[src/rtl/game_master_multishot_fsm.sv]
// Game master: sequences target/torpedo sprites over rounds of N_SHOTS, keeps a saturating score and match win.
// Latency: all outputs are registered Moore decodes of the state entered on each edge.
// Backpressure: ROUND_WON/ROUND_LOST hold while the end-of-game timer runs. GAME_MASTER_LIVES_EN adds lives/game over.
module game_master_multishot_fsm #(
  parameter int N_SHOTS   = 3,
  parameter int SHOT_W    = 2,
  parameter int WIN_SCORE = 10,
  parameter int SCORE_W   = 4,
  parameter int LIVES     = 3,
  parameter int LIFE_W    = 2
) (
  input  logic               clk,
  input  logic               reset,
  input  logic               key,
  output logic               sprite_target_write_xy,
  output logic               sprite_torpedo_write_xy,
  output logic               sprite_target_write_dxy,
  output logic               sprite_torpedo_write_dxy,
  output logic               sprite_target_enable_update,
  output logic               sprite_torpedo_enable_update,
  input  logic               sprite_target_within_screen,
  input  logic               sprite_torpedo_within_screen,
  input  logic               collision,
  output logic               end_of_game_timer_start,
  input  logic               end_of_game_timer_running,
  output logic               game_won,
  output logic               match_won,
  output logic [SHOT_W-1:0]  shots_left,
  output logic [SCORE_W-1:0] score,
  output logic [LIFE_W-1:0]  lives,
  output logic               game_over
);

  typedef enum logic [8:0] {
    S_START_TARGET    = 9'h001,
    S_WAIT_KEY        = 9'h002,
    S_START_TORPEDO   = 9'h004,
    S_WAIT_COLLISION  = 9'h008,
    S_RELOAD          = 9'h010,
    S_START_END_TIMER = 9'h020,
    S_ROUND_WON       = 9'h040,
    S_ROUND_LOST      = 9'h080,
    S_GAME_OVER       = 9'h100
  } state_t;

  localparam logic [SHOT_W-1:0]  SHOTS_INIT = SHOT_W'(N_SHOTS);
  localparam logic [SCORE_W-1:0] SCORE_WIN  = SCORE_W'(WIN_SCORE);
  localparam logic [SCORE_W-1:0] SCORE_MAX  = '1;
  localparam logic [LIFE_W-1:0]  LIVES_INIT = LIFE_W'(LIVES);

  state_t              state;
  state_t              state_nxt;
  logic                key_prev;
  logic                collision_reg;
  logic                key_rise;
  logic                tgt_out;
  logic                trp_out;
  logic [SHOT_W-1:0]   shots_nxt;
  logic [SCORE_W-1:0]  score_nxt;
`ifdef GAME_MASTER_LIVES_EN
  logic [LIFE_W-1:0]   lives_nxt;
`else
  // Without the lives feature the game never ends: lives is a constant and GAME_OVER is unreachable.
  assign lives     = LIVES_INIT;
  assign game_over = 1'b0;
`endif

  assign key_rise = key & ~key_prev;
  assign tgt_out  = ~sprite_target_within_screen;
  assign trp_out  = ~sprite_torpedo_within_screen;

  // Next-state and counter updates; illegal (zero / multi-hot) vectors fall back to START_TARGET.
  always_comb begin
    state_nxt = S_START_TARGET;
    shots_nxt = shots_left;
    score_nxt = score;
`ifdef GAME_MASTER_LIVES_EN
    lives_nxt = lives;
`endif
    case (state)
      S_START_TARGET: begin
        state_nxt = S_WAIT_KEY;
        shots_nxt = SHOTS_INIT;
      end
      S_WAIT_KEY: begin
        if (tgt_out || collision) begin
          state_nxt = S_START_END_TIMER;
        end else if (key_rise && shots_left != '0) begin
          state_nxt = S_START_TORPEDO;
          shots_nxt = shots_left - 1'b1;
        end else begin
          state_nxt = S_WAIT_KEY;
        end
      end
      S_START_TORPEDO: state_nxt = S_WAIT_COLLISION;
      S_WAIT_COLLISION: begin
        if (collision || tgt_out)                  state_nxt = S_START_END_TIMER;
        else if (trp_out && shots_left != '0)      state_nxt = S_RELOAD;
        else if (trp_out)                          state_nxt = S_START_END_TIMER;
        else                                       state_nxt = S_WAIT_COLLISION;
      end
      S_RELOAD: state_nxt = S_WAIT_KEY;
      S_START_END_TIMER: begin
        // collision_reg lines up with the collision that ended the round one cycle earlier
        if (collision_reg) begin
          state_nxt = S_ROUND_WON;
          if (score != SCORE_MAX) score_nxt = score + 1'b1;
        end else begin
          state_nxt = S_ROUND_LOST;
`ifdef GAME_MASTER_LIVES_EN
          if (lives != '0) lives_nxt = lives - 1'b1;
`endif
        end
      end
      S_ROUND_WON: begin
        if (end_of_game_timer_running) begin
          state_nxt = S_ROUND_WON;
        end else begin
          state_nxt = S_START_TARGET;
          if (score == SCORE_WIN) score_nxt = '0;
        end
      end
      S_ROUND_LOST: begin
        if (end_of_game_timer_running) begin
          state_nxt = S_ROUND_LOST;
        end else begin
`ifdef GAME_MASTER_LIVES_EN
          state_nxt = (lives == '0) ? S_GAME_OVER : S_START_TARGET;
`else
          state_nxt = S_START_TARGET;
`endif
        end
      end
      S_GAME_OVER: begin
`ifdef GAME_MASTER_LIVES_EN
        if (key_rise) begin
          state_nxt = S_START_TARGET;
          lives_nxt = LIVES_INIT;
          score_nxt = '0;
        end else begin
          state_nxt = S_GAME_OVER;
        end
`else
        state_nxt = S_START_TARGET;
`endif
      end
      default: state_nxt = S_START_TARGET;
    endcase
  end

  // State, counters and Moore outputs registered together so outputs track the state exactly.
  always_ff @(posedge clk or posedge reset) begin
    if (reset) begin
      state                        <= state_t'(9'd0);
      key_prev                     <= 1'b1;
      collision_reg                <= 1'b0;
      shots_left                   <= '0;
      score                        <= '0;
      sprite_target_write_xy       <= 1'b0;
      sprite_torpedo_write_xy      <= 1'b0;
      sprite_target_write_dxy      <= 1'b0;
      sprite_torpedo_write_dxy     <= 1'b0;
      sprite_target_enable_update  <= 1'b0;
      sprite_torpedo_enable_update <= 1'b0;
      end_of_game_timer_start      <= 1'b0;
      game_won                     <= 1'b0;
      match_won                    <= 1'b0;
`ifdef GAME_MASTER_LIVES_EN
      lives                        <= LIVES_INIT;
      game_over                    <= 1'b0;
`endif
    end else begin
      state                        <= state_nxt;
      key_prev                     <= key;
      collision_reg                <= collision;
      shots_left                   <= shots_nxt;
      score                        <= score_nxt;
      sprite_target_write_xy       <= (state_nxt == S_START_TARGET);
      sprite_torpedo_write_xy      <= (state_nxt == S_START_TARGET) || (state_nxt == S_RELOAD);
      sprite_target_write_dxy      <= (state_nxt == S_START_TARGET);
      sprite_torpedo_write_dxy     <= (state_nxt == S_WAIT_KEY) || (state_nxt == S_WAIT_COLLISION);
      sprite_target_enable_update  <= (state_nxt == S_WAIT_KEY) || (state_nxt == S_START_TORPEDO) ||
                                      (state_nxt == S_WAIT_COLLISION) || (state_nxt == S_RELOAD);
      sprite_torpedo_enable_update <= (state_nxt == S_WAIT_COLLISION);
      end_of_game_timer_start      <= (state_nxt == S_START_END_TIMER);
      game_won                     <= (state_nxt == S_ROUND_WON);
      match_won                    <= (state_nxt == S_ROUND_WON) && (score_nxt == SCORE_WIN);
`ifdef GAME_MASTER_LIVES_EN
      lives                        <= lives_nxt;
      game_over                    <= (state_nxt == S_GAME_OVER);
`endif
    end
  end

endmodule
[config.mk]
export PLATFORM = sky130hd
export DESIGN_NAME = game_master_multishot_fsm
export DESIGN_NICKNAME = d
export VERILOG_FILES = /design/src/rtl/game_master_multishot_fsm.sv
export SDC_FILE = /design/constraint.sdc
export NUM_CORES = 1
export LEC_CHECK = 0
export BUFFER_PORTS_ARGS = -buffer_cell sky130_fd_sc_hd__buf_2
export CORE_MARGIN = 2
export CORE_UTILIZATION = 40
export DETAILED_ROUTE_END_ITERATION = 10
export HOLD_SLACK_MARGIN = 0.12
export REMOVE_ABC_BUFFERS = 1
export SLEW_MARGIN = 10
export SYNTH_ARGS = -nofsm -noshare
export SYNTH_HDL_FRONTEND = slang
export SYNTH_SLANG_ARGS = --single-unit
[constraint.sdc]
create_clock -name clk -period 1.7 [get_ports clk]
set_input_delay 0.085 -clock clk [delete_from_list [all_inputs] [get_ports clk]]
set_output_delay 0.085 -clock clk [all_outputs]
set_load 0.01 [all_outputs]
==> reports/metrics.csv <==
stage;metric;value;unit
run_status;status;complete, but fails checks;
run_status;failing checks;setup timing;
sta;Final min period;1.846;ns
layout;Fill cells;266;
layout;P&R area growth vs syn;36.30;%
worst_setup_path;Startpoint Class;flip-flop;
die;Die ar.;3518;sq um
die;core box area;2978;sq um
global_routing;largest net degree at the start of global routing;16;
placed_design;port bufs;21;
layout;Antenna Cells;0;
routing;vias;1042;
routing;drt drc;0;
die;I/O pin total;25;
clock_network;number of H-tree levels;1;
die;Initial Utilization;0.4109;
layout;final core utilization;0.5601;
synthesis;number of synthesized flops with an enable pin;0;
synthesis;synth unique cells;41;
synthesis;Yosys top cell by area;dfrtp_1;
power;combinational power share;0.520;
synthesis;most common cell in the netlist;dfrtp_1;
worst_setup_path;worst path arrival time;2.06;ns
clock_network;CTS tree;yes;
synthesis;top_reg_cell synth;dfrtp_1;
layout;max reg flops;8;
power;Peak VDD IR;0.5958;mV
die;die height;59.31;um
global_routing;first-pass GRT wire length;4.505;mm
worst_setup_path;crit-path max FO;2;
placed_design;Placement Setup Slack;-0.08186;ns
routing;Initial DRC Count;25;
die;row count;20;
synthesis;Cell Area, Synth;1224;sq um
clock_network;Num CTS Buffers;3;
flow_run;# Max-Cap Violations;0;
power;clock share of power;0.111;
clock_network;Clock transition at path regs;0.13;ns
synthesis;Post-synth ARST share;1.000;
layout;Biggest register;state;
global_routing;initial antenna violation count;0;
hold_path;hold crit path type;in2reg;
sta;fmax;541.6;MHz
synthesis;top cells by area, synth;dfrtp_1 47%, nand2b_1 3.6%, mux2i_1 3.3%;
sta;Worst-Margin Slew;0.5764;ns
die;chip width;59.31;um
power;Psw;847.9;uW
synthesis;synth warn;0;
placed_design;Final HPWL DP;2.051;mm
power;sequential power share;0.369;
routing;WL final;2.799;mm
placed_design;RePlAce Congestion;0.8491;
synthesis;Mapped Avg Cell Area;10.55;sq um
clock_network;CTS max path bufs;2;
sta;unrepaired setup endpoints after global routing;true;
sta;setup ws final;-0.1465;ns
sta;Hold Vio Cnt, Final;0;
synthesis;Syn Inst Count;116;
layout;layout cells sized above 1;0.4167;
worst_setup_path;Worst Setup End Kind;flip-flop;
power;Tot Pwr;2266;uW
power;switch share;0.3741;
global_routing;Tot GR Track Use;0.1700;
sta;fin crit share;1.086;
layout;Final #Nets;179;
synthesis;Synth Register Bits;24;
clock_network;root buffer cell;clkbuf_4;
clock_network;CTS Sinks;24;
global_routing;vias in the first global route;995;
power;Int Pwr;1418;uW
power;LEAKAGE;0.0008305;uW
worst_setup_path;crit path kind;reg2reg;
global_routing;grt ovf;0;
sta;fin. max-slew vios;0;
routing;Antenna Nets Post-Route;0;
sta;Worst Skew;0.01217;ns
routing;mean routed wirelength per cell;13.93;um
synthesis;Yosys top cell area share;0.4703;
sta;Slew HR;0.6153;
routing;post-DR vias/cell;5.184;
synthesis;top cells by count, synth;23 x dfrtp_1, 10 x nor2_1, 8 x nand3_1;
sta;Setup Viol. Count Final;4;
layout;biggest regs;state (8), score (4), shots_left (2);
clock_network;clock latency at the later pin of the worst-skew pair;0.31;ns
routing;DR pass1 iterations;4;
synthesis;sequential area share after synthesis;0.4918;
power;pwr/cell area;1359;nW/um^2
worst_setup_path;CP Data Required Time;1.91;ns
final timing paths:
kind                                                end  slack [ns]  cells past startpoint                    startpoint
worst max-delay path                          match_won       -0.15                      8                      score[0]
worst min-delay path                           state[4]        0.15                      4  sprite_torpedo_within_screen
worst max register to register                match_won       -0.15                      8                      score[0]
worst min register to register            shots_left[0]        0.56                      1                 shots_left[0]
max in group asynchronous                      state[3]        0.75                      4                         reset
min in group asynchronous       end_of_game_timer_start        0.36                      3                         reset
cell type report:
class,count,area [sq um],share of cell area
multi-input combinational,82,624.3,0.3743
sequential,24,603.1,0.3616
timing repair buffer,51,346.6,0.2078
tap,33,41.29,0.02476
clock buffer,4,26.28,0.01575
inverter,7,26.28,0.01575
worst max-delay path: stages (launching register included):
cell	delay, ns
dfrtp_1	0.40
inv_1	0.06
ha_1	0.15
or4bb_4	0.49
nor4_4	0.29
buf_4	0.15
a311oi_2	0.05
nand3_1	0.13
nor3_2	0.04
power groups by stage:
| stage | clock network [uW] | registers (uW) | logic, uW |
|---|---|---|---|
| floorplan | 0 | 921 | 489 |
| global placement | 0 | 826 | 1030 |
| detailed placement | 0 | 831 | 1060 |
| CTS | 267 | 823 | 1120 |
| global route | 288 | 855 | 1300 |
| finish | 251 | 837 | 1180 |
cell families (layout without fill, tap and decap cells):
kind of cell    after synthesis  count (layout)  share of synthesized area
flops                        24              24                     0.4918
buf+inv                      11              62                    0.04602
mux                           5               5                    0.04499
other cells                   2               3                   0.006137
simple gates                 53              53                     0.2771
compound gates               17              17                    0.09612
fa+ha+maj                     3               3                    0.03068
xor+xnor                      1               1                   0.007159
routing by layer:
metal / track usage / vias up / wire [um]
met4: 0.07468 / 0 / 17
met2: 0.2527 / 22 / 1382
met3: 0.01965 / 2 / 82
met1: 0.2479 / 503 / 1318
li1: - / 515 / -
met5: 0 / - / 0
stage by stage:
stage / instance area [sq um] / TNS [ns] / std cells / hold slack (ns)
CTS: 1620 / -0.09007 / 199 / 0.1243
global route: 1668 / -0.6450 / 201 / 0.1740
finish: 1668 / -0.3617 / 201 / 0.1479
floorplan: 1197 / -0.03854 / 113 / 0.08948
global placement: 1509 / -0.01096 / 189 / 0.1732
detailed placement: 1509 / -0.1090 / 189 / 0.1741
repair_timing:
| action | CTS | global route |
|---|---|---|
| setup buffers | 1 | 2 |
| endpoints found under the hold margin | 18 | 0 |
| gates cloned | 0 | 0 |
| endpoints found under the setup margin | 3 | 10 |
| hold buffers | 5 | 0 |
| gates resized for setup | 5 | 8 |
| pin swaps | 1 | 3 |
cell usage in the layout, fill, tap and decap left out, types with 4 or more instances in the layout:
cell / synthesis / routed
buf_4: 4 / 24
dfrtp_1: 23 / 22
buf_2: 0 / 21
nor2_1: 10 / 10
nand3_1: 8 / 8
inv_1: 7 / 7
nand2b_1: 7 / 7
nand2_1: 5 / 5
dlygate4sd3_1: 0 / 5
nor2b_1: 4 / 4
No activity file was read; power rests on OpenSTA's default activity.
